## src/rtl/lpf_pkg.sv

```systemverilog
// Shared constants and qualifier state type for the multi-channel encoder input filter.
package lpf_pkg;

  localparam int unsigned LPF_CNT_W       = 14;
  localparam int unsigned LPF_SYNC_STAGES = 2;
  localparam int unsigned LPF_GCNT_W      = 16;

  typedef enum logic {
    MATCH = 1'b0,
    PEND  = 1'b1
  } lpf_state_e;

endpackage

```

## src/rtl/lpf_chan.sv

```systemverilog
// One filter channel: synchroniser, consecutive-sample qualifier, edge strobes.
// LPF_GLITCH_CNT_EN adds a saturating counter of rejected glitches.
module lpf_chan
  import lpf_pkg::*;
#(
  parameter int unsigned CNT_W       = LPF_CNT_W,
  parameter int unsigned SYNC_STAGES = LPF_SYNC_STAGES
`ifdef LPF_GLITCH_CNT_EN
  ,
  parameter int unsigned GCNT_W      = LPF_GCNT_W
`endif
) (
  input  logic             clk,
  input  logic             reset,
  input  logic             sig_in,
  input  logic [CNT_W-1:0] thresh,
  output logic             sig_filter,
  output logic             edge_rise,
  output logic             edge_fall
`ifdef LPF_GLITCH_CNT_EN
  ,
  input  logic              glitch_clr,
  output logic [GCNT_W-1:0] glitch_cnt
`endif
);

  logic [SYNC_STAGES-1:0] sync_q;
  logic                   s;
  logic [CNT_W-1:0]       cnt;
  logic [CNT_W-1:0]       cnt_nxt;
  logic [CNT_W:0]         n;
  logic                   f_nxt;
  logic                   rise_nxt;
  logic                   fall_nxt;
  lpf_state_e             state;

  // Input synchroniser; s is sig_in delayed by SYNC_STAGES edges
  always_ff @(posedge clk) begin
    if (reset) sync_q <= '0;
    else       sync_q <= {sync_q[SYNC_STAGES-2:0], sig_in};
  end

  assign s     = sync_q[SYNC_STAGES-1];
  assign state = (s != sig_filter) ? PEND : MATCH;

  // Qualifier: count consecutive disagreeing samples; thresh of 0 behaves as 1
  always_comb begin
    cnt_nxt  = cnt;
    f_nxt    = sig_filter;
    rise_nxt = 1'b0;
    fall_nxt = 1'b0;
    n        = {1'b0, cnt} + (CNT_W+1)'(1);
    case (state)
      MATCH: cnt_nxt = '0;
      PEND: begin
        if (n >= {1'b0, thresh}) begin
          f_nxt    = s;
          cnt_nxt  = '0;
          rise_nxt = s;
          fall_nxt = ~s;
        end else begin
          cnt_nxt = n[CNT_W-1:0];
        end
      end
      default: cnt_nxt = '0;
    endcase
  end

  always_ff @(posedge clk) begin
    if (reset) begin
      cnt        <= '0;
      sig_filter <= 1'b0;
      edge_rise  <= 1'b0;
      edge_fall  <= 1'b0;
    end else begin
      cnt        <= cnt_nxt;
      sig_filter <= f_nxt;
      edge_rise  <= rise_nxt;
      edge_fall  <= fall_nxt;
    end
  end

`ifdef LPF_GLITCH_CNT_EN
  localparam logic [GCNT_W-1:0] GCNT_MAX = '1;

  logic glitch;

  // An excursion that ended while still counting was rejected
  assign glitch = (state == MATCH) && (cnt != '0);

  always_ff @(posedge clk) begin
    if (reset || glitch_clr)                   glitch_cnt <= '0;
    else if (glitch && (glitch_cnt != GCNT_MAX)) glitch_cnt <= glitch_cnt + GCNT_W'(1);
  end
`endif

endmodule

```

## src/rtl/lpf_multi_enc.sv

```systemverilog
// Multi-channel encoder input debounce filter: NCH independent lpf_chan instances.
// LPF_GLITCH_CNT_EN enables per-channel rejected-glitch counters.
module lpf_multi_enc
  import lpf_pkg::*;
#(
  parameter int unsigned NCH         = 3,
  parameter int unsigned CNT_W       = LPF_CNT_W,
  parameter int unsigned SYNC_STAGES = LPF_SYNC_STAGES
`ifdef LPF_GLITCH_CNT_EN
  ,
  parameter int unsigned GCNT_W      = LPF_GCNT_W
`endif
) (
  input  logic                 clk,
  input  logic                 reset,
  input  logic [NCH-1:0]       sig_in,
  input  logic [NCH*CNT_W-1:0] thresh,
  output logic [NCH-1:0]       sig_filter,
  output logic [NCH-1:0]       edge_rise,
  output logic [NCH-1:0]       edge_fall
`ifdef LPF_GLITCH_CNT_EN
  ,
  input  logic                  glitch_clr,
  output logic [NCH*GCNT_W-1:0] glitch_cnt
`endif
);

  for (genvar i = 0; i < NCH; i++) begin : g_chan
    lpf_chan #(
      .CNT_W       (CNT_W),
      .SYNC_STAGES (SYNC_STAGES)
`ifdef LPF_GLITCH_CNT_EN
      ,
      .GCNT_W      (GCNT_W)
`endif
    ) u_chan (
      .clk        (clk),
      .reset      (reset),
      .sig_in     (sig_in[i]),
      .thresh     (thresh[i*CNT_W +: CNT_W]),
      .sig_filter (sig_filter[i]),
      .edge_rise  (edge_rise[i]),
      .edge_fall  (edge_fall[i])
`ifdef LPF_GLITCH_CNT_EN
      ,
      .glitch_clr (glitch_clr),
      .glitch_cnt (glitch_cnt[i*GCNT_W +: GCNT_W])
`endif
    );
  end

endmodule

```

## config.mk

```make
export PLATFORM = sky130hd
export DESIGN_NAME = lpf_multi_enc
export DESIGN_NICKNAME = d
export VERILOG_FILES = /design/src/rtl/lpf_pkg.sv /design/src/rtl/lpf_chan.sv /design/src/rtl/lpf_multi_enc.sv
export SDC_FILE = /design/constraint.sdc
export NUM_CORES = 1
export LEC_CHECK = 0
export BUFFER_PORTS_ARGS = -buffer_cell sky130_fd_sc_hd__buf_2
export CORE_UTILIZATION = 40
export DETAILED_ROUTE_END_ITERATION = 6
export RECOVER_POWER = 50
export SLEW_MARGIN = 20
export SYNTH_ARGS = -nofsm -noshare
export SYNTH_HDL_FRONTEND = slang
export SYNTH_SLANG_ARGS = --single-unit
export TNS_END_PERCENT = 5
```

## constraint.sdc

```tcl
create_clock -name clk -period 2.6 [get_ports clk]
set_input_delay 0.13 -clock clk [delete_from_list [all_inputs] [get_ports clk]]
set_output_delay 0.13 -clock clk [all_outputs]
set_load 0.01 [all_outputs]
```

# --- Word-level counts from Yosys, hierarchy flattened ---
# Index checks and enable logic that the tools add are counted.
classes:
  n_addsub: 3
  n_lt_le_gt_ge: 3
  eq_ne: 3
  n_mux: 9
  bitwise: 9
  reduce_logical: 6
op_table:
  columns: ["op", "count"]
  rows:
  - ["14-bit case mux with 2 select lines", 3]
  - ["14-bit by 1-bit adder with 15-bit output (second input constant)", 3]
  - ["15-bit by 14-bit greater-or-equal comparator with 1-bit output", 3]
  - ["14-bit 2-to-1 mux", 3]
  - ["1-bit inverter", 9]
  - ["3-bit OR reduction", 3]
  - ["2-bit AND reduction", 3]
  - ["1-bit 2-to-1 mux", 3]
  - ["1-bit inequality test", 3]
totals:
  regBits: 57

# --- Logic depth before layout (Yosys ltp) ---
logic_depth:
  ltp_word: 4
  mapped_depth: 13
  depth_no_buf: 12

# --- Modules after synthesis ---
# Synthesis repeated with hierarchy kept, for this count alone.
unflattened:
  hier_cells: 382
  hier_area_um2: 3663.5
by_module_without_submodules:
  columns: ["module", "n_inst", "cells_each", "area_each_um2"]
  rows:
  - ["lpf_chan at g_chan[2].u_chan", 1, 127, 1276.2]
  - ["lpf_chan at g_chan[0].u_chan", 1, 129, 1214.9]
  - ["lpf_chan at g_chan[1].u_chan", 1, 126, 1172.4]

# --- Worst setup path before layout ---
# OpenSTA, ideal clock, no wires.
synth_path:
  path_kind: "register to register"
  start: "register g_chan[0].u_chan.cnt[0]"
  end: "register g_chan[0].u_chan.cnt[13]"
  setup_ns: 0.080
  arrival_ns: 2.419
  required_time_ns: 2.520
  slack_ns: 0.101
  path_stages_with_launch: 12
  n_path_buf: 1
  path_cell_list: "dfxtp_1 ha_1 nand3_1 nor3_1 xor2_1 ha_1 a21o_1 a21o_1 nor3_1 nand3_1 buf_2 nor3b_1"
synth_via:
  elab_chain_len: 4
synth_rtl:
  columns: ["element", "line", "source"]
  rows:
  - ["from (decl)", "lpf_chan.sv:29", "logic [CNT_W-1:0] cnt;"]
  - ["from (signal assigned)", "lpf_chan.sv:76", "cnt <= cnt_nxt;"]
  - ["14-bit by 1-bit adder with 15-bit output", "lpf_chan.sv:52", "n = {1'b0, cnt} + (CNT_W+1)'(1);"]
  - ["named net g_chan[0].u_chan.n[12]", "lpf_chan.sv:31", "logic [CNT_W:0] n;"]
  - ["15-bit by 14-bit greater-or-equal comparator with 1-bit output", "lpf_chan.sv:56", "if (n >= {1'b0, thresh}) begin"]
  - ["14-bit 2-to-1 mux", "lpf_chan.sv:56", null]
  - ["14-bit case mux with 2 select lines", "lpf_chan.sv:53", "case (state)"]
# The timed path passes the listed nets, and every way through them passes these cells.
# A chain may end at the register's enable or synchronous reset.

# --- Worst setup path after layout ---
layout_path:
  start: "register g_chan[2].u_chan.cnt[1]"
  end: "register g_chan[2].u_chan.sig_filter"
layout_via:
  elab_chain_len: 3
layout_rtl:
  columns: ["element", "line", "source"]
  rows:
  - ["from (decl)", "lpf_chan.sv:29", null]
  - ["from (signal assigned)", "lpf_chan.sv:76", null]
  - ["14-bit by 1-bit adder with 15-bit output", "lpf_chan.sv:52", null]
  - ["named net g_chan[2].u_chan.n[8]", "lpf_chan.sv:31", null]
  - ["15-bit by 14-bit greater-or-equal comparator with 1-bit output", "lpf_chan.sv:56", null]
  - ["2-bit AND reduction (no source line)", null, null]
  - ["to (signal assigned)", "lpf_chan.sv:77", "sig_filter <= f_nxt;"]
  - ["to (decl)", "lpf_chan.sv:17", "output logic sig_filter,"]
# The timed path passes the listed nets, and every way through them passes these cells.

==> impl_results.md <==
* Status: complete, no violations
* Diodes inserted at 0
* Max clock buf depth at 2
* Largest net degree at the start of global routing at 16
* Cell internal pwr at 0.001479 W
* Final ANT Viol Nets at 0
* #FFs+latches synth at 57
* Switching power at 0.0004368 W
* Setup CP Type: reg2reg
* Unrepaired setup endpoints after global routing: yes
* Share of cells above drive strength 1 at 31.24%
* Count of port buffers added during placement at 55
* First-pass GRT wire length at between 10,000 and 15,000 um
* Remaining DRCs at 0
* Synth Warn # at 0
* Vias in the first global route at ~2,600
* CTS Buf Count at 9
* Seq pwr share at around 46%
* Logic gate share of total power at under 10%
* All-layer global routing usage at 16.62%
* Avg Synthesized Cell Area at 8.968 um2
* DP Area at 3993 um2
* Post-synth top flop: dfxtp_1
* TritonCTS Sinks at 57
* Core Region at between 8000 and 9000 um2
* Dpl hpwl at between 5000 and 6000 um
* Initial core utilization at 41.93%
* Post-synth EDFFs at 0
* Mapped cell area at 3480 um2
* WL met1 at 3364 um
* Root Driver: clkbuf_8
* Drt initial violations at 70
* P_leak at 2.148 nW
* Crit end category: flip-flop
* Met2 wire len at 3441 um
* Slew @ Worst Pin at 0.6631 ns
* DR pass1 iterations at 4
* Post-Layout Inst Area at 4464 um2
* Routed WL per cell at 12.15 um
* CTS tree: yes
* H-tree levels at 3
* Placer Congestion at 0.7717
* Post-Synthesis Cells at 388
* Clock Skew at slightly above 0.01 ns
* Max frequency at 397.8 MHz
* Critical-path maximum fanout at 3
* Power Density at 429.1 nW/um2
* Die Y at roughly 95 um
* Yosys top cell area share at between 30% and 40%
* Synth unique cells at 39
* Clock-pin slew on the worst setup and hold paths at 0.07 ns
* Nets at 564
* CP required at ~2.9 ns
* Area leader, netlist: dfxtp_1
* Tmin final at 2.514 ns
* Post-Route Utilization at 53.79%
* Max_slew headroom at 55.79%
* Max cap viols at 0
* Routed wire length at 7073 um
* Clock power frac at 47.5%
* Die area at ~9100 um2
* Initial antenna violation count at 0
* Fin. Hold Viols at 0
* Register area share after synthesis at 32.79%
* # setup viols final at 0
* Ports at between 50 and 60
* Highest routed layer: met4
* Worst min path class: in2reg
* Area growth syn-to-layout at 28.30%
* Tcrit/Tclk final at 96.69%
* Post-Syn Nets at 480
* Crit start category: flip-flop
* Main area contributors after synthesis: dfxtp_1 33%, ha_1 16%, nor2b_1 6.5%
* Worst EP arrival at 2.77 ns
* Metal3 WL at around 210 um
* Total congestion overflow at 0
* Slew Limit Fails at 0
* Worst VDD drop at between 200 and 300 uV
* Die width at 95.27 um
* Ys async rst share at 0%
* Switching Fraction at 22.80%
* Via count at 2,781
* Vias per inst at 4.778
* Number of cell rows at 33
* Clk_lat worst skew at about 0.33 ns
[synthesized netlist by cell type (2+ instances only)]
library cell  number
o21ai_1            2
buf_4             10
a21o_1             7
buf_2              2
nor3_1            10
xnor2_1           25
a21oi_1           10
nand4_1           12
nand3_1           23
a211oi_1           3
xor2_1            14
nand2_1           12
inv_1             44
nor3b_2            4
mux2i_1            3
nor2b_1           36
dfxtp_1           57
and3_1            13
nor3b_1            7
nand3_2            2
and2_1             4
nand2b_1           6
nor2_1            16
ha_1              45
o211a_1            2
o21ai_0            5
and4_1             2
[metrics by stage]
step	std cells	worst slack [ns]	setup TNS, ns	hold slack (ns)	power, W
floorplan	388	0.1010	0	0.2582	0.0009628
global placement	561	-0.1030	-0.2126	0.3397	0.001013
detailed placement	561	-0.06226	-0.3105	0.3576	0.001018
CTS	579	-0.004101	-0.004955	0.004995	0.001936
global route	582	-0.1054	-1.333	0.03417	0.002011
finish	582	0.08597	0	0.01371	0.001916
[power groups by stage]
stage               Sequential (W)  Combinational [W]  Clock, W
global route              0.000882           0.000141  0.000988
global placement          0.000901           0.000111         0
finish                    0.000882           0.000123  0.000910
floorplan                 0.000901          0.0000615         0
CTS                       0.000882           0.000120  0.000935
detailed placement        0.000902           0.000116         0
[layer usage]
layer / vias to the layer above / track usage (%)
met5: - / 0
met4: 0 / 6.061
met3: 4 / 3.907
met2: 46 / 28.27
met1: 1257 / 20.27
li1: 1474 / -
[critical path, cell delays in order, from the launching register on]
cell and delay (ns):
dfxtp_1 0.36, ha_1 0.18, nand3_1 0.14, inv_1 0.10
and3_1 0.17, xor2_1 0.18, ha_1 0.28, a211oi_2 0.20
nor2_1 0.08, nor3_1 0.16, o22a_2 0.20, and3_4 0.22
mux2i_1 0.17
[sequential cells by signal, indices dropped and copies added, names as in the netlist]
register and flops:
g_chan.u_chan.edge_fall 3, g_chan.u_chan.sync_q 6, g_chan.u_chan.sig_filter 3, g_chan.u_chan.cnt 42
g_chan.u_chan.edge_rise 3
[logic make-up (layout without fill, tap and decap cells)]
family	after synthesis	in the layout	share of synthesized area (%)
buf+inv	57	146	7.299
fa+ha+maj	45	45	16.18
compound gates	34	34	6.473
flops	57	57	32.79
xor+xnor	39	39	9.817
mux	3	3	0.8630
simple gates	153	153	26.57
[worst paths after layout]
check	startpoint	endpoint	slack (ns)	depth (start not counted)
max	g_chan[2].u_chan.cnt[1]$_SDFF_PP0_	g_chan[2].u_chan.sig_filter$_SDFFE_PP0P_	0.09	12
min	sig_in[2]	g_chan[2].u_chan.sync_q[0]$_SDFF_PP0_	0.01	2
max reg2reg	g_chan[2].u_chan.cnt[1]$_SDFF_PP0_	g_chan[2].u_chan.sig_filter$_SDFFE_PP0P_	0.09	12
min reg2reg	g_chan[1].u_chan.sync_q[0]$_SDFF_PP0_	g_chan[1].u_chan.sync_q[1]$_SDFF_PP0_	0.44	1
[cell type report]
type,instances,area [um2]
fillers,785,3835
multi-input cells,274,2286
flip-flops and latches,57,1155
repair buffers,86,508.0
inverters,44,165.2
well taps,105,131.4
clock buffers,9,123.9
clock inverters,7,95.09
[cell usage in the layout, fill, tap and decap left out, types with 7 or more instances in the layout]
cell type and instances:
inv_1 44, nand3_1 22, xor2_1 14, nand2_1 12
a21oi_1 8, nand4_1 12, and3_4 7, ha_1 44
nor2_1 14, buf_2 45, and3_1 7, xnor2_1 20
nor3_2 7, nor2b_1 35, dfxtp_1 46, clkbuf_1 10
clkbuf_8 9, dfxtp_2 11, buf_4 27, a21o_1 7
[timing repair]
action | in CTS | in global routing
endpoints found under the hold margin | 2 | 0
gates resized for setup | 7 | 54
pin swaps | 0 | 25
gates cloned | 0 | 1
endpoints found under the setup margin | 25 | 51
hold buffers | 2 | 0
buffers inserted | 0 | 2
(Power assumes the default switching activity.)
